===== src/rtl/sevenseg_pkg.sv =====
// Shared definitions for the 7-segment reader: glyph table, FSM state encoding
// and the pattern-to-hex lookup function.
package sevenseg_pkg;

    localparam logic [6:0] GLYPH [0:15] = '{
        7'h7E, 7'h30, 7'h6D, 7'h79, 7'h33, 7'h5B, 7'h5F, 7'h70,
        7'h7F, 7'h7B, 7'h77, 7'h1F, 7'h4E, 7'h3D, 7'h4F, 7'h47
    };

    localparam logic [6:0] SEG_BLANK = 7'h00;

    typedef logic [0:0] state_t;
    localparam state_t SETTLE = 1'b0;
    localparam state_t LOCKED = 1'b1;

    // Returns {err, digit}; unknown patterns give err=1 with digit 0.
    function automatic logic [4:0] seg_to_hex(input logic [6:0] seg);
        logic [4:0] res;
        res = {1'b1, 4'h0};
        for (int i = 0; i < 16; i++) begin
            if (seg == GLYPH[i]) begin
                res = {1'b0, 4'(i)};
            end else begin
                res = res;
            end
        end
        return res;
    endfunction

endpackage


===== src/rtl/sevenseg_stable_det.sv =====
// Samples the segment bus and emits a one-clock decode strobe once the sampled
// pattern has held for STABLE_CYCLES clocks; re-arms when the pattern changes.
module sevenseg_stable_det
    import sevenseg_pkg::*;
#(
    parameter int STABLE_CYCLES = 4,
    parameter int CNT_W         = 8
) (
    input  logic       clk,
    input  logic       rst,
    input  logic [7:0] seg_in,
    output logic       decode,
    output logic [7:0] seg
);

    localparam logic [CNT_W-1:0] CNT_LAST = CNT_W'(STABLE_CYCLES - 1);

    logic [7:0]       seg_q;
    logic [CNT_W-1:0] cnt_r;
    state_t           state_r;
    logic             changed_s;
    logic             at_last_s;

    // A change is a new sample differing from the one currently held.
    always_comb begin
        changed_s = (seg_in != seg_q);
        at_last_s = (cnt_r == CNT_LAST);
        decode    = (state_r == SETTLE) && !changed_s && at_last_s;
        seg       = seg_q;
    end

    // Sampling register, stability counter and SETTLE/LOCKED FSM.
    always_ff @(posedge clk) begin
        if (rst) begin
            seg_q   <= 8'h00;
            cnt_r   <= '0;
            state_r <= SETTLE;
        end else begin
            seg_q <= seg_in;
            case (state_r)
                SETTLE: begin
                    if (changed_s) begin
                        cnt_r <= '0;
                    end else if (at_last_s) begin
                        state_r <= LOCKED;
                    end else begin
                        cnt_r <= cnt_r + {{(CNT_W-1){1'b0}}, 1'b1};
                    end
                end
                LOCKED: begin
                    if (changed_s) begin
                        cnt_r   <= '0;
                        state_r <= SETTLE;
                    end else begin
                        state_r <= LOCKED;
                    end
                end
                default: begin
                    cnt_r   <= '0;
                    state_r <= SETTLE;
                end
            endcase
        end
    end

endmodule


===== src/rtl/sevenseg_reader.sv =====
// 7-segment to hex reader with stability filter and valid/ready output register.
// Optional macro SEVENSEG_DP_EN: include the decimal point in compare and capture.
module sevenseg_reader
    import sevenseg_pkg::*;
#(
    parameter int STABLE_CYCLES = 4,
    parameter int CNT_W         = 8
) (
    input  logic       clk,
    input  logic       rst,
    input  logic       in_a,
    input  logic       in_b,
    input  logic       in_c,
    input  logic       in_d,
    input  logic       in_e,
    input  logic       in_f,
    input  logic       in_g,
    input  logic       in_dp,
    input  logic       out_ready,
    output logic       out_valid,
    output logic [3:0] out_digit,
    output logic       out_err,
    output logic       out_dp,
    output logic       out_ovf
);

    logic       dp_s;
    logic [7:0] seg_in_s;
    logic       decode_s;
    logic [7:0] seg_s;
    logic [4:0] hex_s;
    logic       blank_s;
    logic       load_s;
    logic       room_s;

`ifdef SEVENSEG_DP_EN
    assign dp_s = in_dp;
`else
    logic unused_dp_s;
    assign unused_dp_s = in_dp;
    assign dp_s        = 1'b0;
`endif

    assign seg_in_s = {dp_s, in_a, in_b, in_c, in_d, in_e, in_f, in_g};

    sevenseg_stable_det #(
        .STABLE_CYCLES (STABLE_CYCLES),
        .CNT_W         (CNT_W)
    ) u_stable_det (
        .clk    (clk),
        .rst    (rst),
        .seg_in (seg_in_s),
        .decode (decode_s),
        .seg    (seg_s)
    );

    // Blank patterns consume the decode event without producing a result.
    always_comb begin
        hex_s   = seg_to_hex(seg_s[6:0]);
        blank_s = (seg_s[6:0] == SEG_BLANK);
        load_s  = decode_s && !blank_s;
        room_s  = !out_valid || out_ready;
    end

    // Output register with handshake and sticky overflow flag.
    always_ff @(posedge clk) begin
        if (rst) begin
            out_valid <= 1'b0;
            out_digit <= 4'h0;
            out_err   <= 1'b0;
            out_dp    <= 1'b0;
            out_ovf   <= 1'b0;
        end else if (load_s && room_s) begin
            out_valid <= 1'b1;
            out_digit <= hex_s[3:0];
            out_err   <= hex_s[4];
            out_dp    <= seg_s[7];
        end else if (load_s) begin
            out_ovf <= 1'b1;
        end else if (out_valid && out_ready) begin
            out_valid <= 1'b0;
        end else begin
            out_valid <= out_valid;
        end
    end

endmodule

===== config.mk =====
export PLATFORM = sky130hd
export DESIGN_NAME = sevenseg_reader
export DESIGN_NICKNAME = d
export VERILOG_FILES = /design/src/rtl/sevenseg_pkg.sv /design/src/rtl/sevenseg_stable_det.sv /design/src/rtl/sevenseg_reader.sv
export SDC_FILE = /design/constraint.sdc
export NUM_CORES = 1
export LEC_CHECK = 0
export BUFFER_PORTS_ARGS = -buffer_cell sky130_fd_sc_hd__buf_4
export CORE_MARGIN = 3
export CORE_UTILIZATION = 50
export CTS_CLUSTER_DIAMETER = 50
export DETAILED_ROUTE_END_ITERATION = 12
export GPL_ROUTABILITY_DRIVEN = 1
export PLACE_DENSITY = 0.79
export RECOVER_POWER = 25
export SYNTH_ARGS = -nofsm -noshare
export SYNTH_HDL_FRONTEND = slang
export SYNTH_SLANG_ARGS = --single-unit

===== constraint.sdc =====
create_clock -name clk -period 1.65 [get_ports clk]
set_clock_uncertainty 0.05 [all_clocks]
set_input_delay 0.0825 -clock clk [delete_from_list [all_inputs] [get_ports clk]]
set_output_delay 0.0825 -clock clk [all_outputs]
set_load 0.1 [all_outputs]

Yosys cells after proc, flatten, opt, wreduce, memory -nomap -nowiden
Index checks and enable logic that the tools add are counted.
{"block": "word_totals", "register_bits": 25, "inputBits": 11, "out_inout_bits": 8, "elab_cells": 74}
{"block": "classes", "add_sub_neg": 1, "n_eq_ne": 21, "muxes": 27, "n_bitwise": 2, "n_reduce_logical": 14}
{"op": "$eq A7 B7 Y1 const B", "count": 12}
{"op": "$mux W5", "count": 16}
{"op": "$mux W8", "count": 3}
{"op": "$eq A7 B6 Y1 const B", "count": 3}
{"op": "$pmux W8 S2", "count": 1}
{"op": "$add A8 B1 Y8 const B", "count": 1}
{"op": "$eq A8 B2 Y1 const B", "count": 1}
{"op": "$ne A7 B8 Y1", "count": 1}
{"op": "$eq A7 B5 Y1 const B", "count": 1}
{"op": "$logic_not A7 Y1", "count": 1}
{"op": "$mux W1", "count": 6}
{"op": "$reduce_and A2 Y1", "count": 3}
{"op": "$logic_and A1 B1 Y1", "count": 5}
{"op": "$logic_not A1 Y1", "count": 3}
{"op": "$ne A3 B2 Y1 const B", "count": 1}
{"op": "$ne A2 B1 Y1 const B", "count": 1}
{"op": "$ne A2 B2 Y1 const B", "count": 1}
{"op": "$not A1 Y1", "count": 2}
{"op": "$pmux W1 S2", "count": 1}
{"op": "$reduce_bool A2 Y1", "count": 1}
{"op": "$logic_or A1 B1 Y1", "count": 1}

Longest topological paths before layout
Gate-level depths: netlist of run 1.
{"block": "logic_depth", "word_depth": 17, "depth_mapped": 7, "mapped_depth_nobuf": 6}

By module
A second synthesis of run 1 with hierarchy kept.
{"block": "unflattened", "cells_unflattened": 149, "area_unflattened_um2": 1397.6}
{"module": "sevenseg_stable_det", "n_inst": 1, "cells_per_inst": 69, "area_each_um2": 704.4, "seq_area_each_um2": 340.3}
{"module": "sevenseg_reader", "n_inst": 1, "cells_per_inst": 80, "area_each_um2": 693.2, "seq_area_each_um2": 160.2}

Least setup slack after synthesis of run 1
No wires, ideal clock.
{"block": "synth_timing", "kind": "reg-to-reg", "start": "register u_stable_det.cnt_r[0]", "end": "register out_digit[2]", "arrival_ns": 1.658, "setup_slack_ns": -0.189, "stages_incl_launch_ff": 7, "path_buffers": 0, "cell_sequence": "dfxtp_1 > ha_1 > nor2b_1 > o41ai_4 > nor4_2 > mux2i_1 > nor2_1"}
{"block": "synth_via", "elab_chain_len": 4}
{"item": "start, declared", "line_no": "sevenseg_stable_det.sv:19", "text": "logic [CNT_W-1:0] cnt_r;"}
{"item": "start signal, assigned", "line_no": "sevenseg_stable_det.sv:47", "text": "cnt_r <= cnt_r + {{(CNT_W-1){1'b0}}, 1'b1};"}
{"item": "$eq A8 B2 Y1", "line_no": "sevenseg_stable_det.sv:27", "text": "at_last_s = (cnt_r == CNT_LAST);"}
{"item": "$logic_and A1 B1 Y1", "line_no": "sevenseg_stable_det.sv:28", "text": "decode = (state_r == SETTLE) && !changed_s && at_last_s;"}
{"item": "$logic_and A1 B1 Y1", "line_no": "sevenseg_reader.sv:61", "text": "load_s = decode_s && !blank_s;"}
{"item": "$logic_and A1 B1 Y1", "line_no": "sevenseg_reader.sv:73", "text": "end else if (load_s && room_s) begin"}
{"item": "end signal, assigned", "line_no": "sevenseg_reader.sv:75", "text": "out_digit <= hex_s[3:0];"}
{"item": "end, declared", "line_no": "sevenseg_reader.sv:21", "text": "output logic [3:0] out_digit,"}
No other way between the ends.
A chain may end at the register's enable or synchronous reset.

Final worst setup path of run 1
{"block": "layout_timing", "start": "register u_stable_det.seg_q[2] (netlist: u_stable_det.seg[2])", "end": "register out_err"}
{"block": "layout_via", "elab_chain_len": 17, "elab_cells_between_ends": 40, "cone_classes": "eq/ne (17); mux (16); reduce/logical (7)"}
{"item": "start, declared", "line_no": "sevenseg_stable_det.sv:18", "text": "logic [7:0] seg_q;"}
{"item": "start signal, assigned", "line_no": "sevenseg_stable_det.sv:39", "text": "seg_q <= seg_in;"}
{"item": "$eq A7 B7 Y1", "line_no": "sevenseg_pkg.sv:21", "text": "if (seg == GLYPH[i]) begin"}
{"item": "$mux W5 (16 in series)", "line_no": "sevenseg_pkg.sv:21"}
{"item": "end signal, assigned", "line_no": "sevenseg_reader.sv:76", "text": "out_err <= hex_s[4];"}
{"item": "end, declared", "line_no": "sevenseg_reader.sv:22", "text": "output logic out_err,"}
Several ways; a longest one is shown, not always the timed one.

==> out/qor.csv, run 1 <==
metric,value,unit
run_status,"finished, violations left",
failed_checks,negative setup slack,
post_synth_instance_area,1330,um^2
synthesized_instance_count,153,
worst_ir_drop_vdd,0.628,mV
post_route_cells_drive_above_1_share,0.332,
synthesized_netlist_net_count,165,
count_of_pins_on_the_block_boundary,19,
site_row_count,18,
powerDensity,570,nW/um^2
ys_ff_latch,23,
first_global_vias,1264,
design.core.area,2500,um^2
synth_seq_area_share,0.345,
syn2layout_area_growth,31.4,%
die_w,57.7,um
vias,1285,
synth_simple_gate_area_frac,0.344,
dr.pass1.iters,4,
timing.hold.worst.class,input port to flop,
cts_tree,done,
drt_drc_violations_left,0,
crit_path_max_fanout,4,
cts.sinks,23,
worst_setup_path_start_kind,flop,
dr.first_iter.drc_count,66,
power_leakage,0.657,nW
die_span_y,57.7,um
synthDistinctLibCells,46,
route.detailed.vias_per_inst,5.76,
synth-xor-area-share,0.0985,
grt_start_max_net_pins,17,
synthArstFlopShare,0,
wire_length_of_the_first_global_routing_pass,5400,um
maxCapViolations,0,
syn_avg_cell_area,8.72,um^2
synth-compound-area-share,0.133,
preCtsSetupSlack,-0.160,ns
dpl-instance-area,1600,um^2
num-nets-final,206,
total_power,998,uW
worst_setup_hold_path_clk_slew,0.12,ns
final-max-slew-violation-count,0,
layout.core_utilization,0.701,
placed_cells_incl_taps,209,
synth_enable_flop_cells,0,
crit_required,1.85,ns
max_freq,0.535,GHz
finalNonFillerCells,223,
antenna_cells_inserted,0,
data_arrival_time_of_the_worst_path,2.07,ns
yosysWarnings,0,
cts_htree_levels,1,
insertion_delay,0.30,ns
timing.final.crit_share,1.13,
final-setup-viol-count,7,
postLayoutCellArea,1750,um^2
critical_path_end_type,flop,
globalRoute.totalOverflow,0,
detail_route.wirelength,3440,um
yosys.area_share.adder,0.00938,
place.port_buffers,16,
detail-route-antenna-nets,0,
wl_per_cell,15.4,um
finalWorstPathRequiredPeriod,1.87,ns
grt_setup_unrepaired,true,
totalNegativeSetupSlack,-0.885,ns
clock_tree_root_driver_cell,clkbuf_4,
starting_density_of_the_core,0.534,
synth_top_flop_cell,dfxtp_1,
detailed_place_hpwl,2290,um
cts_made_buffers,3,
cts-root-to-sink-buffers,2,
holdWs,0.0195,ns
yosys-mux-area-fraction,0.0150,
gp_routability_congestion,0.859,
antenna_violations_before_repair,0,
final_hold_viol_count,0,
grtUsageTotal,0.203,
timing.setup.critical_path_class,flop to flop,
fin_ws,-0.221,ns
synth_top_family_by_area,simple AND/OR/NAND/NOR gates,
die-area,3320,um^2
==> cell families after synthesis <==
| logic type | after synthesis |
|---|---|
| simple gates | 77 |
| flops | 23 |
| compound gates | 21 |
| xor+xnor | 15 |
| buf+inv | 13 |
| mux | 2 |
| fa+ha+maj | 1 |
| other cells | 1 |
==> Yosys cell counts (2+ instances only) <==
cell type,n,area (um^2)
dfxtp_1,23,460
nor2_1,21,78.8
nor2b_1,10,62.6
xnor2_1,9,78.8
nand4_1,8,50.1
buf_2,7,35.0
nand3_1,6,30.0
xor2_1,6,52.6
nand2_1,5,18.8
a21oi_1,4,20.0
a31oi_1,4,25.0
a211oi_2,3,37.5
clkbuf_1,3,11.3
nand3b_1,3,22.5
nor3_1,3,15.0
and3_1,2,12.5
mux2i_1,2,20.0
nand2b_1,2,12.5
nand4b_1,2,17.5
o21ai_0,2,10.0
or4_1,2,15.0
or4bb_1,2,22.5
==> worst paths after layout <==
check / cells past startpoint / from / slack [ns] / endpoint
setup / recovery: 5 / u_stable_det.seg[2]$_SDFF_PP0_ / -0.22 / out_err$_SDFFE_PP0P_
hold / removal: 2 / rst / 0.02 / out_digit[1]$_SDFFE_PP0P_
setup reg to reg: 5 / u_stable_det.seg[2]$_SDFF_PP0_ / -0.22 / out_err$_SDFFE_PP0P_
hold reg to reg: 2 / out_ovf$_SDFFE_PP0P_ / 0.49 / out_ovf$_SDFFE_PP0P_
==> layout make-up <==
type,instances,area (um^2)
multi-input cells,117,853
flip-flops and latches,23,473
inverters,1,3.75
clock buffers,4,26.3
fillers,197,747
well taps,30,37.5
repair buffers,48,359
==> flip-flops by register name (all words and copies together) (netlist names) <==
name                  cells
u_stable_det.cnt_r        8
u_stable_det.seg          7
out_digit                 4
out_err                   1
out_ovf                   1
out_valid                 1
u_stable_det.state_r      1
==> where the power goes <==
| group | internal, mW | switching (mW) | total [mW] |
|---|---|---|---|
| combinational | 0.0824 | 0.0878 | 0.170 |
| clock | 0.0942 | 0.157 | 0.251 |
| sequential | 0.565 | 0.0116 | 0.577 |
==> layer usage <==
layer	global-route usage	share of wire
met1	0.225	0.40
met2	0.397	0.57
met3	0.0156	0.017
met4	0.0728	0.020
met5	0	0
==> timing repair <==
item                                    CTS  global route
hold buffers                              7             0
pin swaps                                 0             6
endpoints found under the setup margin    7            15
setup buffers                             0             3
endpoints found under the hold margin     7             0
resized for setup                         3            14
==> placed cells by master (no fill, tap or decap), types with 2 or more instances in the layout <==
cell	n
nand3_1	5
or4_1	2
nor3_1	3
and3_1	2
xnor2_2	2
nand2b_1	2
buf_4	36
nand2_1	5
dfxtp_1	15
xor2_1	6
nor2_1	21
nor2b_1	9
a31oi_1	4
dlygate4sd3_1	7
o21ai_0	2
clkbuf_1	6
a21oi_1	2
clkbuf_4	3
nand4b_1	2
or4bb_1	2
xnor2_1	7
dfxtp_2	7
a21oi_2	2
nand3b_1	3
mux2i_1	2
a211oi_2	3
nand4_1	8
==> critical path, stage by stage (launching register included) <==
cell and delay [ns]:
dfxtp_2 0.34, or4_4 0.55, o41ai_4 0.32, nor4_4 0.12, nor3b_1 0.31, a21o_1 0.14
Note: power is estimated with default switching activity, not from simulation.
==> run 2, diff against run 1 <==
CORE_ASPECT_RATIO = 1.5   (was not set)
RECOVER_POWER = not set   (was 25)
==> run 2 against run 1 <==
Against the previous run:
- the run ends with negative hold slack, negative setup slack left
- power grew 0.47%
- die area grew 0.38%
- register-to-register slack gained 0.12 ns
- non-clock buffer count shrank 4
- global-route usage grew 1.0 points
- routed wire length shrank 1.5%
- maximum frequency grew 6.7%
- count of clock-buffer cells in the layout is the same
- utilization grew 0.66 points
- sequential power is essentially flat
- critical path type unchanged
==> out/qor.csv, run 2 (synthesized netlist as in run 1, its figures left out) <==
metric,value,unit
cts_htree_levels,1,
design.core.area,2500,um^2
place.port_buffers,16,
data_arrival_time_of_the_worst_path,1.94,ns
site_row_count,22,
insertion_delay,0.31,ns
dr.first_iter.drc_count,38,
total_switching_power,259,uW
layout_common_cells,"36 x buf_4, 21 x nor2_1, 15 x dfxtp_1",
cts.sinks,23,
layout.cells.most_common,buf_4,
cts_tree,done,
fillerInstances,165,
first_global_vias,1269,
die_w,48.2,um
crit_path_max_fanout,4,
globalRoute.totalOverflow,0,
failed_checks,"negative hold slack, negative setup slack",
power.share.switching,0.258,
final-setup-viol-count,15,
worst_setup_hold_path_clk_slew,0.12,ns
crit_required,1.83,ns
maxCapViolations,0,
met3_wirelength,36,um
clock_tree_root_driver_cell,clkbuf_4,
placed_cells_incl_taps,213,
met1_length,1310,um
wire_length_of_the_first_global_routing_pass,5380,um
final-max-slew-violation-count,0,
pwr-share-seq,0.578,
drt_drc_violations_left,0,
dr.pass1.iters,4,
num-nets-final,202,
comb_power_share,0.167,
regToRegSetupSlack,-0.10,ns
timing.setup.critical_path_class,flop to flop,
holdWs,-0.0129,ns
p_clk_frac,0.255,
powerDensity,566,nW/um^2
grt_setup_unrepaired,true,
finalWorstPathRequiredPeriod,1.75,ns
totalNegativeSetupSlack,-0.648,ns
die-area,3340,um^2
vias,1245,
syn2layout_area_growth,32.9,%
detail_route.wirelength,3390,um
routed.top_layer,met4,
worst_ir_drop_vdd,0.541,mV
timing.final.crit_share,1.06,
largest_register_ffs,8,
critical_path_end_type,flop,
route.detailed.vias_per_inst,5.53,
wl_per_cell,15.0,um
r2r_startpoint,u_stable_det.seg[2]$_SDFF_PP0_,
max_freq,0.570,GHz
internal_power_component,744,uW
detail-route-antenna-nets,0,
r2r.worst_path.cells,5,
antenna_cells_inserted,0,
timing.hold.worst.class,input port to flop,
finalNonFillerCells,225,
cts-root-to-sink-buffers,2,
post_route_cells_drive_above_1_share,0.360,
gp_routability_congestion,0.843,
cts_made_buffers,3,
grtUsageTotal,0.213,
run_status,"finished, violations left",
met2_length,1950,um
power_leakage,0.659,nW
fin_ws,-0.103,ns
detailed_place_hpwl,2430,um
count_of_pins_on_the_block_boundary,19,
worst_setup_path_startpoint,u_stable_det.seg[2]$_SDFF_PP0_,
die_span_y,69.3,um
final_hold_viol_count,1,
worstReg2RegEnd,out_digit[1]$_SDFFE_PP0P_,
antenna_violations_before_repair,0,
worst_setup_path_start_kind,flop,
regMostFlops,u_stable_det.cnt_r,
starting_density_of_the_core,0.532,
critical_path.endpoint,out_digit[1]$_SDFFE_PP0P_,
grt_start_max_net_pins,17,
==> run 2: cell types whose count changed in the layout (fill, tap and decap cells not counted), sizes merged <==
cell,previous run,this run
clkbuf,9,4
dlygate4sd3,7,6
buf,36,38
==> run 2: routing by layer <==
| metal | vias up | global-route usage |
|---|---|---|
| li1 | 615 | - |
| met1 | 605 | 0.234 |
| met2 | 15 | 0.371 |
| met3 | 10 | 0.0286 |
| met4 | 0 | 0.0928 |
| met5 | - | 0 |
==> run 2: power by group through the flow <==
stage / registers (mW) / logic [mW] / clock network, mW
2_1_floorplan: 0.585 / 0.0974 / 0
3_3_place_gp: 0.589 / 0.141 / 0
3_5_place_dp: 0.590 / 0.145 / 0
4_1_cts: 0.579 / 0.158 / 0.258
5_1_grt: 0.581 / 0.179 / 0.280
6_report: 0.580 / 0.168 / 0.256
==> run 2: final cells by class <==
class | instances | area (um^2) | share of cell area
Tap cell | 36 | 45.0 | 0.0254
Inverter | 1 | 3.75 | 0.00212
Timing Repair Buffer | 44 | 353 | 0.199
Clock buffer | 4 | 26.3 | 0.0148
Sequential cell | 23 | 473 | 0.267
Multi-Input combinational cell | 117 | 872 | 0.492
==> run 2: how the worst min path moves through the flow <==
stage / from / end / slack [ns] / cells past startpoint
final: in_d / u_stable_det.seg[3]$_SDFF_PP0_ / -0.01 / 2
after global routing: in_d / u_stable_det.seg[3]$_SDFF_PP0_ / -0.006 / 2
after CTS: rst / out_digit[3]$_SDFFE_PP0P_ / 0.008 / 2
after detailed placement: in_c / u_stable_det.seg[4]$_SDFF_PP0_ / 0.27 / 2
after global placement: in_c / u_stable_det.seg[4]$_SDFF_PP0_ / 0.26 / 2
after floorplan: rst / u_stable_det.seg[0]$_SDFF_PP0_ / 0.10 / 1
==> run 2: metrics by stage <==
step | instance area, um^2 | power, mW | utilization | worst slack (ns)
5_1_grt | 1770 | 1.04 | 0.708 | -0.187
6_report | 1770 | 1.00 | 0.708 | -0.103
3_3_place_gp | 1590 | 0.730 | 0.636 | -0.0831
3_5_place_dp | 1590 | 0.735 | 0.636 | -0.139
2_1_floorplan | 1340 | 0.682 | - | -0.148
4_1_cts | 1710 | 0.995 | 0.683 | -0.110
==> run 2: what timing repair did <==
item | 4_1_cts | 5_1_grt
buffers inserted | 2 | 0
hold buffers | 6 | 0
gates resized for setup | 7 | 15
hold endpoints to repair | 6 | 0
pin swaps | 1 | 5
endpoints found under the setup margin | 15 | 16
==> run 2: worst max-delay path, stage by stage, from the launching register on <==
cell	delay [ns]
dfxtp_2	0.35
or4_4	0.55
o41ai_4	0.26
nor2_2	0.09
and3_4	0.18
a211oi_2	0.20
==> run 3, diff against run 2 <==
CORE_UTILIZATION = 51   (was 50)
PLACE_DENSITY = 0.8   (was 0.79)
SYNTH_HIERARCHICAL = 1   (was not set)
==> run 3 against run 2 <==
Against the previous run:
- the flow finishes with violations (negative setup slack)
- final area up 4.0%
- sequential share of layout area grew 0.95 points
- critical path depth grew 4
- hold slack better by 0.071 ns
- cell count grew 3.1%
- register-to-register slack worse by 0.19 ns
- via count up 0.16%
- setup slack lost 0.19 ns
==> out/qor.csv, run 3 <==
metric,value,unit
run_status,"finished, violations left",
failed_checks,negative setup slack,
internal_power_component,788,uW
syn_avg_cell_area,9.38,um^2
synthDistinctLibCells,51,
yosys-top-cells-count,"25 x dfxtp_1, 17 x nor2_1, 13 x xor2_1",
critical_path_end_type,flop,
grt_setup_unrepaired,true,
yosysTopAreaCellShare,0.358,
cpPeakStageDelay,0.35,ns
data_arrival_time_of_the_worst_path,2.13,ns
site_row_count,22,
detail_route.wirelength,3100,um
cp_cell_sequence,xor2_1 -> nor4_2 -> nand2_1 -> nor3_2 -> inv_1 -> a211oi_2 -> buf_4 -> nor2_1 -> a311oi_1,
clock_tree_root_driver_cell,clkbuf_4,
antenna_cells_inserted,0,
globalRoute.totalOverflow,0,
die_w,48.7,um
post_route_cells_drive_above_1_share,0.347,
dr.first_iter.drc_count,28,
worst_setup_path_start_kind,flop,
layout_common_cells,"42 x buf_4, 18 x dfxtp_1, 16 x nor2_1",
final-setup-viol-count,6,
num-nets-final,209,
cts_tree,done,
antenna_violations_before_repair,0,
cts_made_buffers,3,
count_of_pins_on_the_block_boundary,19,
max_freq,0.514,GHz
syn2layout_area_growth,31.9,%
timing.final.crit_share,1.18,
total_power,1.05,mW
leading_cell_type_by_number_of_instances_after_synthesis,dfxtp_1,
route.detailed.vias_per_inst,5.38,
dr.pass1.iters,4,
design.core.area,2530,um^2
vias,1247,
p_clk_frac,0.255,
power_leakage,0.748,nW
detailed_place_hpwl,2180,um
critical-path-top-delay-family,simple AND/OR/NAND/NOR gates,
power.share.switching,0.251,
synthArstFlopShare,0,
finalNonFillerCells,232,
final_hold_viol_count,0,
synth_top_flop_cell,dfxtp_1,
gp_routability_congestion,0.858,
layout.cells.most_common,buf_4,
maxCapViolations,0,
yosysWarnings,6,
wl_per_cell,13.3,um
cts_htree_levels,1,
dpl-instance-area,1690,um^2
place.port_buffers,17,
ys_ff_latch,25,
insertion_delay,0.31,ns
netlist_top_cells_area,"dfxtp_1 36%, xor2_1 8.1%, nor2_1 4.6%, nor2b_1 4.5%, buf_6 3.2%",
total_switching_power,264,uW
powerDensity,571,nW/um^2
crit_required,1.83,ns
critical_path.n_buffers_inverters,2,
synthesized_instance_count,149,
timing.setup.critical_path_class,flop to flop,
grtUsageTotal,0.198,
worst_setup_hold_path_clk_slew,0.13,ns
pwr-share-seq,0.592,
worst_ir_drop_vdd,0.458,mV
fin_ws,-0.295,ns
starting_density_of_the_core,0.552,
crit_path_max_fanout,8,
drt_drc_violations_left,0,
die_span_y,70.1,um
postLayoutCellArea,1840,um^2
wire_length_of_the_first_global_routing_pass,5380,um
cts.sinks,25,
synthDominantAreaCellType,dfxtp_1,
crit_slowest_cell,dfxtp_1,
first_global_vias,1223,
cts-root-to-sink-buffers,2,
die-area,3420,um^2
post_synth_instance_area,1400,um^2
synth_seq_area_share,0.358,
grt_start_max_net_pins,20,
finalWorstPathRequiredPeriod,1.95,ns
comb_power_share,0.153,
final-max-slew-violation-count,0,
synth_enable_flop_cells,0,
detail-route-antenna-nets,0,
timing.hold.worst.class,input port to flop,
placed_cells_incl_taps,217,
-- run 3: through the flow --
stage | utilization | hold slack [ns] | worst slack (ns) | TNS, ns
floorplan | - | 0.0967 | -0.171 | -0.933
global placement | 0.666 | 0.261 | -0.175 | -0.864
detailed placement | 0.666 | 0.270 | -0.288 | -1.53
CTS | 0.715 | -0.000257 | -0.297 | -1.60
global route | 0.728 | 0.0656 | -0.445 | -2.55
finish | 0.728 | 0.0576 | -0.295 | -1.59
-- run 3: final timing paths --
path / startpoint / end / slack (ns) / depth (start not counted)
setup / recovery: u_stable_det/seg[7]$_SDFF_PP0_ / out_digit[1]$_SDFFE_PP0P_ / -0.30 / 9
hold / removal: out_ready / out_valid$_SDFFE_PP0P_ / 0.06 / 4
setup reg to reg: u_stable_det/seg[7]$_SDFF_PP0_ / out_digit[1]$_SDFFE_PP0P_ / -0.30 / 9
hold reg to reg: out_ovf$_SDFFE_PP0P_ / out_ovf$_SDFFE_PP0P_ / 0.45 / 2
-- run 3: area by class of cell --
type / count / area (um^2)
Clock buffer: 3 / 22.5
Clock inverter: 1 / 5.00
Fill cell: 200 / 689
Inverter: 2 / 7.51
Multi-Input combinational cell: 113 / 838
Sequential cell: 25 / 509
Tap cell: 36 / 45.0
Timing Repair Buffer: 52 / 415
-- run 3: repair_timing --
item,CTS,global route
setup endpoints to repair,6,7
pin swaps,1,3
buffers inserted,1,0
hold endpoints to repair,8,1
cloned,0,0
hold buffers,9,1
resized for setup,1,6
-- run 3: tightest hold or removal path, delay by kind of cell --
family | cells | cell delay, ns
AO/OA/AOI/OAI | 1 | 0.13
buffers and inverters | 1 | 0.08
AND/OR/NAND/NOR | 2 | 0.12
-- run 3: routing by layer --
layer | GRT usage | wire [um] | part of all wire
met1 | 0.216 | 1230 | 0.40
met2 | 0.375 | 1740 | 0.56
met3 | 0.0213 | 78 | 0.025
met4 | 0.0854 | 48 | 0.016
met5 | 0 | 0 | 0
-- run 3: kinds of logic (layout without fill, tap and decap cells) --
group / after synthesis / count (layout) / share of synthesized area
adder cells (fa/ha/maj): 1 / 1 / 0.00895
AND/OR/NAND/NOR: 67 / 67 / 0.314
flip-flops: 25 / 25 / 0.358
AO/OA/AOI/OAI: 26 / 26 / 0.140
buffers and inverters: 12 / 58 / 0.0680
other: 1 / 2 / 0.00268
multiplexers: 2 / 2 / 0.0143
XOR/XNOR: 15 / 15 / 0.0940
-- run 3: power by group through the flow --
stage          logic, mW  clock network (mW)  registers (mW)
2_1_floorplan     0.0924                   0           0.640
3_5_place_dp       0.137                   0           0.636
5_1_grt            0.176               0.309           0.625
4_1_cts            0.154               0.278           0.623
6_report           0.161               0.268           0.623
3_3_place_gp       0.132                   0           0.635
